File: src/rtl/rom_id_table_loader.sv
// rtl/rom_id_table_loader.sv - scans an ID ROM into a local table and answers registered ID lookups
// Scan stops at the sentinel word or when the table is full; lookups only hit once the table is DONE.
module rom_id_table_loader #(
  parameter int                DATA_W   = 16,
  parameter int                ADDR_W   = 3,
  parameter int                DEPTH    = 8,
  parameter int                RD_LAT   = 2,
  parameter logic [DATA_W-1:0] SENTINEL = '0
) (
  input  logic              clk,
  input  logic              rst,
  input  logic [DATA_W-1:0] q,
  output logic [ADDR_W-1:0] address,
  input  logic              start,
  output logic              busy,
  output logic              done,
  output logic [ADDR_W:0]   count,
  input  logic              lookup_valid,
  input  logic [DATA_W-1:0] lookup_id,
  output logic              lookup_hit,
  output logic              lookup_miss,
  output logic [ADDR_W-1:0] lookup_idx
);

  localparam int              LAT_W    = (RD_LAT > 0) ? $clog2(RD_LAT + 1) : 1;
  localparam logic [LAT_W-1:0] LAT_INIT = LAT_W'(RD_LAT);
  localparam logic [ADDR_W:0]  DEPTH_C  = (ADDR_W + 1)'(DEPTH);

  typedef enum logic [1:0] {WAIT, CAPTURE, DONE} state_t;

  state_t            state;
  logic [LAT_W-1:0]  lat_cnt;
  logic [DATA_W-1:0] id_table [DEPTH];

  logic              match_found;
  logic [ADDR_W-1:0] match_idx;

  // Descending scan so the lowest matching index wins.
  always_comb begin
    match_found = 1'b0;
    match_idx   = '0;
    for (int i = DEPTH - 1; i >= 0; i--) begin
      if (((ADDR_W + 1)'(i) < count) && (id_table[i] == lookup_id)) begin
        match_found = 1'b1;
        match_idx   = ADDR_W'(i);
      end
    end
    if (lookup_id == SENTINEL) begin
      match_found = 1'b0;
    end
  end

  always_ff @(posedge clk) begin
    if (!rst) begin
      state       <= WAIT;
      busy        <= 1'b1;
      done        <= 1'b0;
      address     <= '0;
      count       <= '0;
      lat_cnt     <= LAT_INIT;
      lookup_hit  <= 1'b0;
      lookup_miss <= 1'b0;
      lookup_idx  <= '0;
      for (int i = 0; i < DEPTH; i++) begin
        id_table[i] <= SENTINEL;
      end
    end else begin
      // Lookup sees the table as it stood before this edge, even when a reload starts now.
      lookup_hit  <= lookup_valid && (state == DONE) && match_found;
      lookup_miss <= lookup_valid && !((state == DONE) && match_found);
      if (lookup_valid && (state == DONE) && match_found) begin
        lookup_idx <= match_idx;
      end

      case (state)
        WAIT: begin
          if (lat_cnt == '0) begin
            state <= CAPTURE;
          end else begin
            lat_cnt <= lat_cnt - 1'b1;
          end
        end
        CAPTURE: begin
          if (q == SENTINEL) begin
            state <= DONE;
            busy  <= 1'b0;
            done  <= 1'b1;
          end else begin
            id_table[count[ADDR_W-1:0]] <= q;
            count                       <= count + 1'b1;
            if ((count + 1'b1) == DEPTH_C) begin
              state <= DONE;
              busy  <= 1'b0;
              done  <= 1'b1;
            end else begin
              address <= address + 1'b1;
              lat_cnt <= LAT_INIT;
              state   <= WAIT;
            end
          end
        end
        DONE: begin
          if (start) begin
            count   <= '0;
            address <= '0;
            lat_cnt <= LAT_INIT;
            state   <= WAIT;
            busy    <= 1'b1;
            done    <= 1'b0;
            for (int i = 0; i < DEPTH; i++) begin
              id_table[i] <= SENTINEL;
            end
          end
        end
        default: begin
          state   <= WAIT;
          busy    <= 1'b1;
          done    <= 1'b0;
          lat_cnt <= LAT_INIT;
        end
      endcase
    end
  end

endmodule
File: config.mk
export PLATFORM = sky130hd
export DESIGN_NAME = rom_id_table_loader
export DESIGN_NICKNAME = d
export VERILOG_FILES = /design/src/rtl/rom_id_table_loader.sv
export SDC_FILE = /design/constraint.sdc
export NUM_CORES = 1
export LEC_CHECK = 0
export CORE_ASPECT_RATIO = 1.5
export CORE_MARGIN = 3
export CORE_UTILIZATION = 40
export DETAILED_ROUTE_END_ITERATION = 6
export GPL_ROUTABILITY_DRIVEN = 1
export GPL_TIMING_DRIVEN = 0
export SLEW_MARGIN = 20
export SYNTH_ARGS = -nofsm -noshare
export SYNTH_HDL_FRONTEND = slang
export SYNTH_SLANG_ARGS = --single-unit
export TNS_END_PERCENT = 20
File: constraint.sdc
create_clock -name clk -period 6.57 [get_ports clk]
set_input_delay 1.314 -clock clk [delete_from_list [all_inputs] [get_ports clk]]
set_output_delay 1.314 -clock clk [all_outputs]
set_load 0.02 [all_outputs]
; ---- After elaboration in Yosys (flattened, before gate mapping)
; Memories as Yosys holds them, arrays and structs flattened.
; Index checks and enable logic that the tools add are counted.
[word_totals]
in_bits = 36
mem_bits_ro = 0
mem_count = 1
output_inout_bits = 14
mem_bits_rw = 128
reg_bits = 18
latch_bits = 0
[classes]
shifts = 0
n_lt_le_gt_ge = 8
multipliers = 0
n_div = 0
n_eq_ne = 17
reduce_logical = 24
add_sub_neg = 3
n_mux = 62
bitwise = 9
[memory_table]
columns = name, depth, word_bits, rd, rd_clocked_by_memory_dff, wr, line
row1 = id_table, 8, 16, 8, 0, 8, 33  ; logic [DATA_W-1:0] id_table [DEPTH];
[op_table]
columns = op, n
row1 = $mux 16, 9
row2 = $eq 16x16->1, 8
row3 = $mux 3, 12
row4 = $logic_not 16->1, 2
row5 = $mux 1, 25
row6 = $lt 3x4->1 const A, 4
row7 = $mux 2, 8
row8 = $reduce_or 16->1, 1
row9 = $logic_and 1x1->1, 12
row10 = $pmux 2 s3, 2
row11 = $ne 2x2->1 const B, 5
row12 = $lt 1x4->1 const A, 2
row13 = $lt 2x4->1 const A, 2
row14 = $mux 4, 2
row15 = $or 1x1->1, 8
row16 = $pmux 4 s2, 1
row17 = $reduce_and 4->1, 2
row18 = $pmux 1 s3, 2
row19 = $pmux 3 s2, 1
row20 = $reduce_and 3->1, 2
row21 = $add 4x1->4 const B, 1
row22 = $eq 4x4->1 const B, 1
row23 = $logic_not 2->1, 2
row24 = $add 3x1->3 const B, 1
row25 = 8 further kinds, 8

; ---- Depth between registers and ports, before layout
; Gate-level depths: netlist of run 1.
[depth]
depth_word = 14
depth_mapped = 10
depth_no_buf = 9

; ---- Least setup slack after synthesis of run 1
; Ideal clock, no wire load.
[synth_path]
path_type = input-to-reg
from = in q[2]
to = mem id_table[3][0] (enable)
arrival_time_ps = 2807
setup_time_ps = 391
path_slack_ps = 3372
cell_stages = 4
n_path_buf = 0
required_time_ps = 6179
path_cell_list = nor4_1 -> a41oi_2 -> nand3_1 -> o21ai_1
[synth_lines]
columns = item, line
row1 = start: declaration, 12  ; input logic [DATA_W-1:0] q,
row2 = end: declaration, 33

==> flow_metrics.tcl, run 1 <==
set metrics [dict create \
    wl_um 22800 \
    syn_to_final_growth_pct 16.1 \
    post_cts_resized 0 \
    fmax_mhz 227 \
    cpPeakStageDelay_ps 920 \
    seq_area_frac_synth_pct 54.2 \
    gp_congestion 0.886 \
    cts_root_buf "clkbuf_16" \
    finalHoldViolCount 0 \
    worstSetupPathType "input port to flip-flop" \
    wl_per_cell_um 23.2 \
    mostFrequentLayoutCell "and2_1" \
    period_minus_slack_ps 4400 \
    avgSynthCellArea_um2 11.7 \
    netlist_instances 665 \
    yosys_most_used_dff "edfxtp_1" \
    path_depth 6 \
    initial_core_util_pct 41.3 \
    drc 0 \
    power_density_mw_per_mm2 256 \
    grt_pass1_wl_um 33800 \
    cp.required_ps 6620 \
    die_width_um 120 \
    clk_path_buf_depth 2 \
    antenna_left 0 \
    diodes 0 \
    cts.clk_slew.worst_paths_ps 60 \
    synth_nets 706 \
    drv_slew 0 \
    path_cells "clkdlybuf4s50_1 > nor4_1 > a41oi_2 > nand3_1 > nor3_2 > nand2b_1" \
    via_count 5411 \
    crit_family "simple AND/OR/NAND/NOR gates" \
    clock_latency_ps 430 \
    clock_skew_ps 13.0 \
    reg2reg_slack_ps 3490 \
    core.rowCount 61 \
    post_cts_buffers 0 \
    synth-seq-cells 146 \
    nets 758 \
    coreArea_mm2 0.0188 \
    tns_ps 0 \
    cts.htree.levels 4 \
    portBuffers 33 \
    r2r_cells 6 \
    fin_ws_ps 2170 \
    antenna_found_initial 0 \
    cts_tree "built" \
    hold_class "flip-flop to flip-flop" \
    ir_worst_vdd_v 0.000188 \
    period_share_pct 67.0 \
    r2r-end "id_table[0][1]" \
    cts.sinks 146 \
    start_kind "input port" \
    grt_overflow 0 \
    initialDrtViolationCount 483 \
    critPathSlowestCell "clkdlybuf4s50_1" \
    grt_use_total_pct 22.0 \
    yosys_warnings 0 \
    io_pins 50 \
    rsz0062_at_grt "false" \
    async_reset_ff_share_pct 0 \
    leakage_nw 3.34 \
    syn-cell-area_mm2 0.00775 \
    grt_max_degree 17 \
    setup_viol 0 \
    place_ws_ps 1750 \
    cap_violations 0 \
    cp_data_arrival_time_ps 4450 \
    status "finished clean" \
    final_cell_mix "and2_1 (133), edfxtp_1 (128), xor2_1 (102), nor4_1 (38), clkdlybuf4s50_1 (33)" \
    grt_pass1_vias 5545 \
    routed_via_density 5.51 \
    design.die.area_mm2 0.0211 \
    slew-limit-headroom_pct 44.4 \
    synth_cell_types 59 \
    hold_buffers 0 \
    design_power_total_mw 2.31 \
    timing.rr.start "state[1]" \
    crit_start "q[10]" \
    cts_buffers 17 \
    dp.final_hpwl_um 15100 \
    synth_edf_count 128 \
    path_max_fanout 16 \
    first_pass_iters 5 \
    cp_num_buf_inv 1 \
    critPathCapture "id_table[0][1]" \
    crit_path_end_kind "flip-flop" \
    die_y_um 176 \
    worst_pin_slew_ps 834 \
    drive_gt1_share_pct 8.77 \
]
## stage by stage
stage	hold WS (ps)	area, um2	util (%)	std cells
2_1_floorplan	538	7750	-	665
3_3_place_gp	482	8400	44.7	950
3_5_place_dp	487	8420	44.8	950
4_1_cts	500	9000	47.9	982
5_1_grt	526	9000	47.9	982
6_report	493	9000	47.9	982
## metal layers
layer	track usage [%]	up-vias	part of all wire, %
li1	-	2469	-
met1	26.9	2697	40
met2	38.2	193	50
met3	3.69	52	6.0
met4	9.99	0	4.2
met5	0	-	0
## worst min-delay path by stage
stage	from	endpoint	slack [ps]	cells past startpoint
2_1_floorplan	lat_cnt[0]	lat_cnt[0]	540	3
6_report	address[1]	address[1]	490	2
5_1_grt	address[1]	address[1]	530	2
3_5_place_dp	address[1]	address[1]	490	2
4_1_cts	address[1]	address[1]	500	2
3_3_place_gp	address[1]	address[1]	480	2
## sequential cells by signal, indices dropped and copies added (netlist names)
signal and cells:
address 3, busy 1, id_table 128, lookup_miss 1, state 2, lookup_idx 3
lat_cnt 2, count 4, lookup_hit 1, done 1
## cells in the mapped netlist (all sizes together) (2+ instances only)
| library cell | instances | area [um2] |
|---|---|---|
| nor3b | 2 | 15.0 |
| edfxtp | 128 | 3840 |
| a21oi | 8 | 40.0 |
| a21boi | 2 | 15.0 |
| o22ai | 3 | 18.8 |
| inv | 5 | 18.8 |
| nor4b | 3 | 26.3 |
| nand4 | 13 | 81.3 |
| nor4 | 38 | 238 |
| dfxtp | 18 | 360 |
| o211a | 4 | 40.0 |
| or4 | 8 | 63.8 |
| nand3b | 3 | 22.5 |
| and3 | 6 | 38.8 |
| ha | 5 | 62.6 |
| nand2b | 7 | 43.8 |
| clkbuf | 13 | 58.8 |
| mux2i | 3 | 30.0 |
| buf | 17 | 120 |
| and2 | 134 | 838 |
| or3 | 3 | 18.8 |
| nand3 | 10 | 55.1 |
| nor2b | 6 | 37.5 |
| nor3 | 14 | 80.1 |
| nand2 | 24 | 90.1 |
| nand4b | 3 | 26.3 |
| xor2 | 104 | 926 |
| or2 | 4 | 25.0 |
| o21ai | 14 | 70.1 |
| xnor2 | 26 | 228 |
| nor2 | 22 | 82.6 |
## layout make-up
cell class | count | area [um2]
fill | 1737 | 9780
sequential | 146 | 4200
multi-input combinational | 484 | 3370
clock buffer | 20 | 457
timing repair buffer | 33 | 330
tap | 252 | 315
buffer | 30 | 179
clock inverter | 12 | 121
inverter | 5 | 18.8
## cell families (layout without fill, tap and decap cells)
kind of cell	count (synthesis)	after routing	synth area share, %
AO/OA/AOI/OAI	43	43	3.76
adder cells (fa/ha/maj)	5	5	0.807
multiplexers	3	3	0.387
AND/OR/NAND/NOR	303	303	23.4
XOR/XNOR	130	130	14.9
buffers and inverters	35	100	2.55
flip-flops	146	146	54.2
## worst reg2reg max path, cell delays in order (launching register included)
cell	delay [ps]
dfxtp_1	300
clkbuf_1	180
nand2b_1	230
a41oi_2	450
nand3_1	430
nor3_2	460
nand2b_1	660
## report_power, final
group	switching, mW	total, mW	internal [mW]
clock	0.410	0.958	0.548
combinational	0.173	0.268	0.0946
sequential	0.0249	1.08	1.05
total	0.608	2.31	1.70
No activity file was read; power rests on OpenSTA's default activity.
==> inputs of run 2 (changes only) <==
==> constraint.sdc (replaced) <==
create_clock -name clk -period 4.2 [get_ports clk]
set_input_delay 0.84 -clock clk [delete_from_list [all_inputs] [get_ports clk]]
set_output_delay 0.84 -clock clk [all_outputs]
set_load 0.02 [all_outputs]
==> results of run 2 <==
Same layout as run 1 (identical final DEF). Status: finished clean.
Among the figures that moved: setup slack after placement 1750 ps -> -149 ps; setup slack after layout 2170 ps -> 274 ps; register-to-register setup slack 3490 ps -> 1120 ps; total power 2.31 mW -> 3.61 mW; worst IR drop on VDD 0.000188 V -> 0.000294 V
